### src/rtl/microondas_pkg.sv
// Shared state encodings, M:SS time type and the 9:59 limit for the microwave controller.
package microondas_pkg;

    typedef enum logic [2:0] {
        IDLE  = 3'd0,
        SET   = 3'd1,
        COOK  = 3'd2,
        PAUSE = 3'd3,
        DONE  = 3'd4
    } state_t;

    typedef struct packed {
        logic [3:0] min;
        logic [3:0] tens;
        logic [3:0] ones;
    } mmss_t;

    localparam logic [3:0] MAX_TENS = 4'd5;
    localparam logic [3:0] MAX_ONES = 4'd9;
    localparam logic [9:0] MAX_SECS = 10'd599;   // 9:59

    function automatic logic [9:0] mmss_to_sec(input mmss_t t);
        return 10'(t.min) * 10'd60 + 10'(t.tens) * 10'd10 + 10'(t.ones);
    endfunction

    function automatic mmss_t sec_to_mmss(input logic [9:0] s);
        logic [9:0] rem;
        mmss_t      r;
        rem    = s % 10'd60;
        r.min  = 4'(s / 10'd60);
        r.tens = 4'(rem / 10'd10);
        r.ones = 4'(rem % 10'd10);
        return r;
    endfunction

endpackage

### src/rtl/mmss_counter.sv
// BCD M:SS time register: clear, load ADD_SEC, saturating add of ADD_SEC, and 1 s decrement.
module mmss_counter
    import microondas_pkg::*;
#(
    parameter int ADD_SEC = 30
) (
    input  logic  clk,
    input  logic  rst,
    input  logic  clear,
    input  logic  load,
    input  logic  add,
    input  logic  dec,
    output mmss_t value,
    output logic  at_one
);

    localparam logic [10:0] INC = (ADD_SEC > 599) ? 11'd599 : 11'(ADD_SEC);

    function automatic mmss_t sat_add(input mmss_t t);
        logic [10:0] sum;
        sum = 11'(mmss_to_sec(t)) + INC;
        if (sum > 11'(MAX_SECS))
            sum = 11'(MAX_SECS);
        return sec_to_mmss(sum[9:0]);
    endfunction

    // Borrow ripples ones -> tens -> minutes; never called at 0:00.
    function automatic mmss_t bcd_dec(input mmss_t t);
        mmss_t r;
        r = t;
        if (t.ones != 4'd0) begin
            r.ones = t.ones - 4'd1;
        end else begin
            r.ones = MAX_ONES;
            if (t.tens != 4'd0) begin
                r.tens = t.tens - 4'd1;
            end else begin
                r.tens = MAX_TENS;
                r.min  = t.min - 4'd1;
            end
        end
        return r;
    endfunction

    always_ff @(posedge clk or posedge rst) begin
        if (rst)
            value <= '0;
        else if (clear)
            value <= '0;
        else if (load)
            value <= sat_add('0);
        else if (add)
            value <= sat_add(value);
        else if (dec)
            value <= bcd_dec(value);
    end

    assign at_one = (value.min == 4'd0) && (value.tens == 4'd0) && (value.ones == 4'd1);

endmodule

### src/rtl/microondas_ctrl.sv
// Microwave oven controller: button/door FSM, done-beep timer and registered outputs.
module microondas_ctrl
    import microondas_pkg::*;
#(
    parameter int ADD_SEC    = 30,
    parameter int BEEP_TICKS = 3
) (
    input  logic       clock_in,
    input  logic       reset,
    input  logic       tick_1hz,
    input  logic       btn_add,
    input  logic       btn_start,
    input  logic       btn_stop,
    input  logic       door_open,
    output logic       magnetron_on,
    output logic       light_on,
    output logic       beep,
    output logic [3:0] min_bcd,
    output logic [3:0] sec_tens,
    output logic [3:0] sec_ones,
    output logic [2:0] state_o
);

    localparam int BW = (BEEP_TICKS > 1) ? $clog2(BEEP_TICKS) : 1;
    localparam logic [BW-1:0] BEEP_LAST = BW'(BEEP_TICKS - 1);

    state_t        state, next_state;
    logic [BW-1:0] beep_cnt, beep_cnt_next;
    logic          cnt_clear, cnt_load, cnt_add, cnt_dec;
    logic          at_one;
    mmss_t         time_val;
    logic          start_ok;

    assign start_ok = btn_start && !door_open;

    mmss_counter #(
        .ADD_SEC(ADD_SEC)
    ) u_time (
        .clk   (clock_in),
        .rst   (reset),
        .clear (cnt_clear),
        .load  (cnt_load),
        .add   (cnt_add),
        .dec   (cnt_dec),
        .value (time_val),
        .at_one(at_one)
    );

    // Each branch walks door > stop > start > add > tick; the first event that applies wins.
    always_comb begin
        next_state    = state;
        beep_cnt_next = beep_cnt;
        cnt_clear     = 1'b0;
        cnt_load      = 1'b0;
        cnt_add       = 1'b0;
        cnt_dec       = 1'b0;
        unique case (state)
            IDLE: begin
                if (start_ok) begin
                    cnt_load   = 1'b1;
                    next_state = COOK;
                end else if (btn_add) begin
                    cnt_load   = 1'b1;
                    next_state = SET;
                end
            end
            SET: begin
                if (btn_stop) begin
                    cnt_clear  = 1'b1;
                    next_state = IDLE;
                end else if (start_ok) begin
                    next_state = COOK;
                end else if (btn_add) begin
                    cnt_add = 1'b1;
                end
            end
            COOK: begin
                if (door_open || btn_stop) begin
                    next_state = PAUSE;
                end else if (btn_add) begin
                    cnt_add = 1'b1;
                end else if (tick_1hz) begin
                    cnt_dec = 1'b1;
                    if (at_one) begin
                        next_state    = DONE;
                        beep_cnt_next = '0;
                    end
                end
            end
            PAUSE: begin
                if (btn_stop) begin
                    cnt_clear  = 1'b1;
                    next_state = IDLE;
                end else if (start_ok) begin
                    next_state = COOK;
                end
            end
            DONE: begin
                if (door_open || btn_stop) begin
                    next_state    = IDLE;
                    beep_cnt_next = '0;
                end else if (tick_1hz) begin
                    if (beep_cnt == BEEP_LAST) begin
                        next_state    = IDLE;
                        beep_cnt_next = '0;
                    end else begin
                        beep_cnt_next = beep_cnt + 1'b1;
                    end
                end
            end
            default: begin
                cnt_clear  = 1'b1;
                next_state = IDLE;
            end
        endcase
    end

    // Outputs are decoded from next_state so they change on the same edge as the state.
    always_ff @(posedge clock_in or posedge reset) begin
        if (reset) begin
            state        <= IDLE;
            beep_cnt     <= '0;
            magnetron_on <= 1'b0;
            light_on     <= 1'b0;
            beep         <= 1'b0;
        end else begin
            state        <= next_state;
            beep_cnt     <= beep_cnt_next;
            magnetron_on <= (next_state == COOK);
            beep         <= (next_state == DONE);
            light_on     <= (next_state == COOK) || (next_state == PAUSE) || door_open;
        end
    end

    assign min_bcd  = time_val.min;
    assign sec_tens = time_val.tens;
    assign sec_ones = time_val.ones;
    assign state_o  = state;

endmodule

### config.mk
export PLATFORM = sky130hd
export DESIGN_NAME = microondas_ctrl
export DESIGN_NICKNAME = d
export VERILOG_FILES = /design/src/rtl/microondas_pkg.sv /design/src/rtl/mmss_counter.sv /design/src/rtl/microondas_ctrl.sv
export SDC_FILE = /design/constraint.sdc
export NUM_CORES = 1
export LEC_CHECK = 0
export ABC_AREA = 1
export CORE_MARGIN = 4
export CORE_UTILIZATION = 55
export DETAILED_ROUTE_END_ITERATION = 10
export MAX_ROUTING_LAYER = met4
export PLACE_DENSITY = 0.76
export SYNTH_ARGS = -nofsm -noshare
export SYNTH_HDL_FRONTEND = slang
export SYNTH_SLANG_ARGS = --single-unit
### constraint.sdc
create_clock -name clock_in -period 9.2 [get_ports clock_in]
set_input_delay 2.3 -clock clock_in [delete_from_list [all_inputs] [get_ports clock_in]]
set_output_delay 2.3 -clock clock_in [all_outputs]
set_load 0.005 [all_outputs]
==> flow_metrics.tcl, run 1 <==
set metrics [dict create \
    holdCritPathClass "reg -> reg" \
    fp.dieH_um 86.0 \
    worstPathArrival_ns 7.66 \
    postCtsSetupBuffers 0 \
    critPathRequiredTime_ns 9.35 \
    postSynthCellCount 537 \
    antenna_found_initial 0 \
    cts_tree "built" \
    finalHoldWorstSlack_ns 0.579 \
    cts-buffers-inserted 3 \
    drtIter0Drc 194 \
    ys_types 36 \
    synth_nets 589 \
    nets 615 \
    slew_violations 0 \
    diodes 0 \
    h-tree-depth 1 \
    num-fill-cells 563 \
    path_max_fanout 7 \
    synth_edf_count 0 \
    io_pins 25 \
    hpwlAfterDp_um 6710 \
    slowest_stage "fa_1" \
    seq_area_frac_synth_pct 15.0 \
    crit_path_frequent_cell "nand2_1" \
    vias 3430 \
    avgSynthCellArea_um2 6.23 \
    slew_headroom_pct 48.5 \
    rsz0062_at_grt "false" \
    drive_gt1_share_pct 8.02 \
    worst_slack_ns 1.69 \
    layout_min_cycle_time_ns 7.51 \
    drtAntennaViolNets 0 \
    finalSetupTns_ns 0 \
    finalWirelength_um 7900 \
    worstSkewPairLatency_ns 0.26 \
    ys_seq_elements 20 \
    ctsResizeCount 0 \
    grt_max_degree 21 \
    clkSinkCount 20 \
    die_x_um 86.0 \
    utilization_pct 62.7 \
    worstSetupEndpointType "register" \
    start_util_pct 56.5 \
    clock_skew_ns 0.00182 \
    worst_pin_slew_ns 0.771 \
    die_area_um2 7400 \
    viasPerCell 5.39 \
    area_delta_synth_final_pct 10.8 \
    avgRoutedWirePerCell_um 12.4 \
    grtUsageTotal_pct 22.6 \
    path_class "reg -> reg" \
    overflow 0 \
    layout.area.seq_um2 500 \
    cap_violations 0 \
    row_count 28 \
    fp.coreArea_um2 5920 \
    portBuffers 24 \
    clk_path_buf_depth 2 \
    grt_pass1_vias 3171 \
    hold_violations 0 \
    drc 0 \
    async_reset_ff_share_pct 100 \
    status "complete, no violations" \
    root_buffer "clkbuf_8" \
    ctsHoldBuffers 0 \
    synth_ff_type "dfrtp_1" \
    fmax_mhz 133 \
    setup_violations 0 \
    ys_warn_count 0 \
    finalCritPeriodShare_pct 81.6 \
    max_stage_delay_ns 0.53 \
    synth_area_um2 3350 \
    place_congestion 0.889 \
    first_pass_iters 5 \
    multi_input_area_um2 2450 \
    setup.worst_path.start_class "register" \
    place_ws_ns 1.76 \
    grt_pass1_wl_um 13500 \
    path_clk_slew_ns 0.07 \
]
==> layer usage <==
| metal | track usage [%] | up-vias | part of all wire (%) |
|---|---|---|---|
| met2 | 40.8 | 79 | 51 |
| li1 | - | 1753 | - |
| met5 | - | - | 0 |
| met1 | 27.6 | 1586 | 45 |
| met3 | 1.15 | 12 | 3.2 |
| met4 | 4.75 | 0 | 1.4 |
==> cell type report <==
type                    instances  share of cell area [%]
well taps                      75                    2.53
flip-flops and latches         20                    13.5
repair buffers                 24                    6.48
multi-input cells             413                    66.2
clock buffers                   3                    1.11
inverters                     101                    10.2
==> stage by stage <==
step / instance area (µm²) / cells
finish: 3710 / 636
global route: 3710 / 636
floorplan: 3350 / 537
global placement: 3670 / 633
detailed placement: 3670 / 633
CTS: 3710 / 636
==> sequential cells by signal, summed over array words and instances (netlist names) <==
| name | flops |
|---|---|
| beep | 1 |
| beep_cnt | 2 |
| light_on | 1 |
| magnetron_on | 1 |
| state_o | 3 |
| u_time.value | 12 |
==> final timing paths <==
path                                       start               to  slack, ns  cells after the start
worst max-delay path            u_time.value[10]  u_time.value[2]       1.69                     55
worst min-delay path                 beep_cnt[0]      beep_cnt[1]       0.58                      2
worst max register to register  u_time.value[10]  u_time.value[2]       1.69                     55
worst min register to register       beep_cnt[0]      beep_cnt[1]       0.58                      2
max in group asynchronous                  reset  u_time.value[4]       6.22                      2
min in group asynchronous                  reset  u_time.value[9]       2.50                      2
==> synth_stat cells, types with 2 or more instances <==
library cell	instances	area, µm²
clkbuf_1	2	7.51
inv_1	96	360
nor2_2	5	31.3
a21oi_1	13	65.1
o211ai_1	2	15.0
nand3_2	8	80.1
nand3_4	2	35.0
nand2_4	2	22.5
dfrtp_1	20	500
fa_1	9	180
o21ai_1	4	20.0
xor2_1	5	43.8
nor3_1	6	30.0
o21ai_0	22	110
nand2_1	161	604
nand2_2	14	87.6
inv_2	5	18.8
nor2_1	46	173
xnor2_1	5	43.8
nand3_1	43	215
o22ai_1	4	25.0
nand4_1	14	87.6
ha_1	36	450
==> layout by cell type, fill, tap and decap left out, types with 2 or more instances in the layout <==
cell type,instances
nor3_1,6
o211ai_1,2
clkdlybuf4s50_1,24
xor2_1,5
nor2_1,46
nor2_2,5
clkbuf_8,3
inv_2,5
nand2_1,161
inv_1,96
nand3_4,2
o21ai_1,4
nand2_2,14
xnor2_1,5
o21ai_0,22
nand4_1,14
ha_1,36
nand3_2,8
dfrtp_1,20
a21oi_1,13
fa_1,9
nand2_4,2
o22ai_1,4
nand3_1,43
==> kinds of logic after synthesis <==
logic type / synth area share [%]
flip-flops: 15.0
buffers and inverters: 11.7
AO/OA/AOI/OAI: 8.82
adder cells (fa/ha/maj): 18.8
AND/OR/NAND/NOR: 42.2
XOR/XNOR: 3.44
==> critical path: cells and delay by family (launching register included) <==
family                   cells  cell delay, ns
AND/OR/NAND/NOR             38            3.55
adder cells (fa/ha/maj)      7            2.28
flip-flops                   1            0.51
buffers and inverters        6            0.49
AO/OA/AOI/OAI                3            0.44
XOR/XNOR                     1            0.17
Power of run 1 is left out: the tool's default activity adds up to more than one toggle a clock period on the data nets, which glitch-free logic cannot reach.
==> run 2, diff against run 1 <==
==> constraint.sdc (replaced) <==
create_clock -name clock_in -period 7.4 [get_ports clock_in]
set_input_delay 1.85 -clock clock_in [delete_from_list [all_inputs] [get_ports clock_in]]
set_output_delay 1.85 -clock clock_in [all_outputs]
set_load 0.005 [all_outputs]
==> flow_metrics.tcl, run 2 (synthesized netlist as in run 1, its figures left out) <==
set metrics [dict create \
    crit_family "simple AND/OR/NAND/NOR gates" \
    grt_max_degree 21 \
    finalCritPeriodShare_pct 94.1 \
    antenna_found_initial 0 \
    nets 628 \
    root_buffer "clkbuf_8" \
    worst_pin_slew_ns 0.777 \
    diodes 0 \
    grtUsageTotal_pct 21.8 \
    worstSkewPairLatency_ns 0.25 \
    area_delta_synth_final_pct 20.2 \
    fp.dieH_um 86.0 \
    cts_tree "built" \
    largest-register "u_time.value" \
    portBuffers 24 \
    clock_skew_ns 0.00615 \
    overflow 0 \
    grt_pass1_vias 3210 \
    row_count 28 \
    most-common-layout-cells "nand2_1 (149), inv_1 (95), nor2_1 (43)" \
    drtAntennaViolNets 0 \
    fp.coreArea_um2 5920 \
    slew_headroom_pct 48.1 \
    place_congestion 0.882 \
    slew_violations 0 \
    setup_violations 0 \
    grt_pass1_wl_um 13200 \
    startpoint "u_time.value[10]" \
    holdCritPathClass "reg -> reg" \
    setup.worst_path.start_class "register" \
    hold_violations 0 \
    start_util_pct 56.5 \
    critPathRequiredTime_ns 7.55 \
    path_max_fanout 7 \
    drc 0 \
    slowest_stage "fa_2" \
    die_x_um 86.0 \
    worstHoldStart "beep_cnt[0]" \
    worstSetupEndpointType "register" \
    largest_reg_flops 12 \
    path_buf_inv 5 \
    finalWirelength_um 8150 \
    vias 3466 \
    fmax_mhz 144 \
    die_area_um2 7400 \
    reg2reg_from "u_time.value[10]" \
    clkSinkCount 20 \
    finalHoldWorstSlack_ns 0.573 \
    path_clk_slew_ns 0.08 \
    max_stage_delay_ns 0.60 \
    ctsHoldBuffers 0 \
    drive_gt1_share_pct 16.0 \
    avgRoutedWirePerCell_um 12.6 \
    h-tree-depth 1 \
    io_pins 25 \
    status "complete, no violations" \
    crit_path_frequent_cell "nand2_1" \
    layout_min_cycle_time_ns 6.96 \
    hpwlAfterDp_um 6490 \
    path_class "reg -> reg" \
    final_common_cell "nand2_1" \
    first_pass_iters 6 \
    clk_path_buf_depth 2 \
    drtIter0Drc 171 \
    cts-buffers-inserted 3 \
    viasPerCell 5.34 \
    worstPathArrival_ns 7.11 \
    cap_violations 0 \
]
## run 2: worst min-delay path, stage by stage, from the launching register on
cell and delay, ns:
dfrtp_1 0.38, nand4_1 0.09, o21ai_0 0.07
## run 2: final timing paths
path | endpoint | slack (ns) | cells past startpoint
max in group asynchronous | u_time.value[10] | 4.82 | 2
worst min-delay path | beep_cnt[1] | 0.57 | 2
worst max register to register | u_time.value[2] | 0.44 | 54
worst min register to register | beep_cnt[1] | 0.57 | 2
worst max-delay path | u_time.value[2] | 0.44 | 54
min in group asynchronous | beep_cnt[1] | 2.05 | 2
## run 2: metal layers
metal  part of all wire [%]  vias up  track usage [%]
met1                     45     1580             27.7
met3                    3.3       16             1.44
met2                     50       84             37.3
li1                       -     1786                -
met4                    1.8        0             5.90
met5                      0        -                -
## run 2: metrics by stage
| step | utilization, % | setup slack, ns | TNS (ns) | cell area, µm² | instances |
|---|---|---|---|---|---|
| 6_report | 67.9 | 0.440 | 0 | 4020 | 649 |
| 5_1_grt | 67.9 | -0.0789 | -0.130 | 4020 | 649 |
| 4_1_cts | 63.1 | 0.0134 | 0 | 3730 | 639 |
| 3_5_place_dp | 62.3 | -0.0603 | -0.0939 | 3690 | 636 |
| 3_3_place_gp | 62.3 | 0.303 | 0 | 3690 | 636 |
| 2_1_floorplan | - | 0.785 | 0 | 3350 | 537 |
## run 2: repair_timing
action / in CTS / in global routing
buffers inserted: 0 / 10
pin swaps: 0 / 17
gates resized for setup: 1 / 44
endpoints found under the setup margin: 2 / 5
## run 2: cell type report
cell class                      instances  area [µm²]
Clock buffer                            3        41.3
Fill cell                             519        1900
Inverter                              101         379
Multi-Input combinational cell        413        2670
Sequential cell                        20         502
Tap cell                               75        93.8
Timing Repair Buffer                   37         338
Power of run 2 is left out for the same reason.
==> run 3, diff against run 2 <==
--- a/config.mk
+++ b/config.mk
@@ -6,6 +6,7 @@
 export NUM_CORES = 1
 export LEC_CHECK = 0
 export ABC_AREA = 1
+export CAP_MARGIN = 20
 export CORE_MARGIN = 4
 export CORE_UTILIZATION = 55
 export DETAILED_ROUTE_END_ITERATION = 10
==> results of run 3 <==
No change in the layout: final DEF, timing and power equal those of run 2.
Power of run 3 is left out for the same reason.
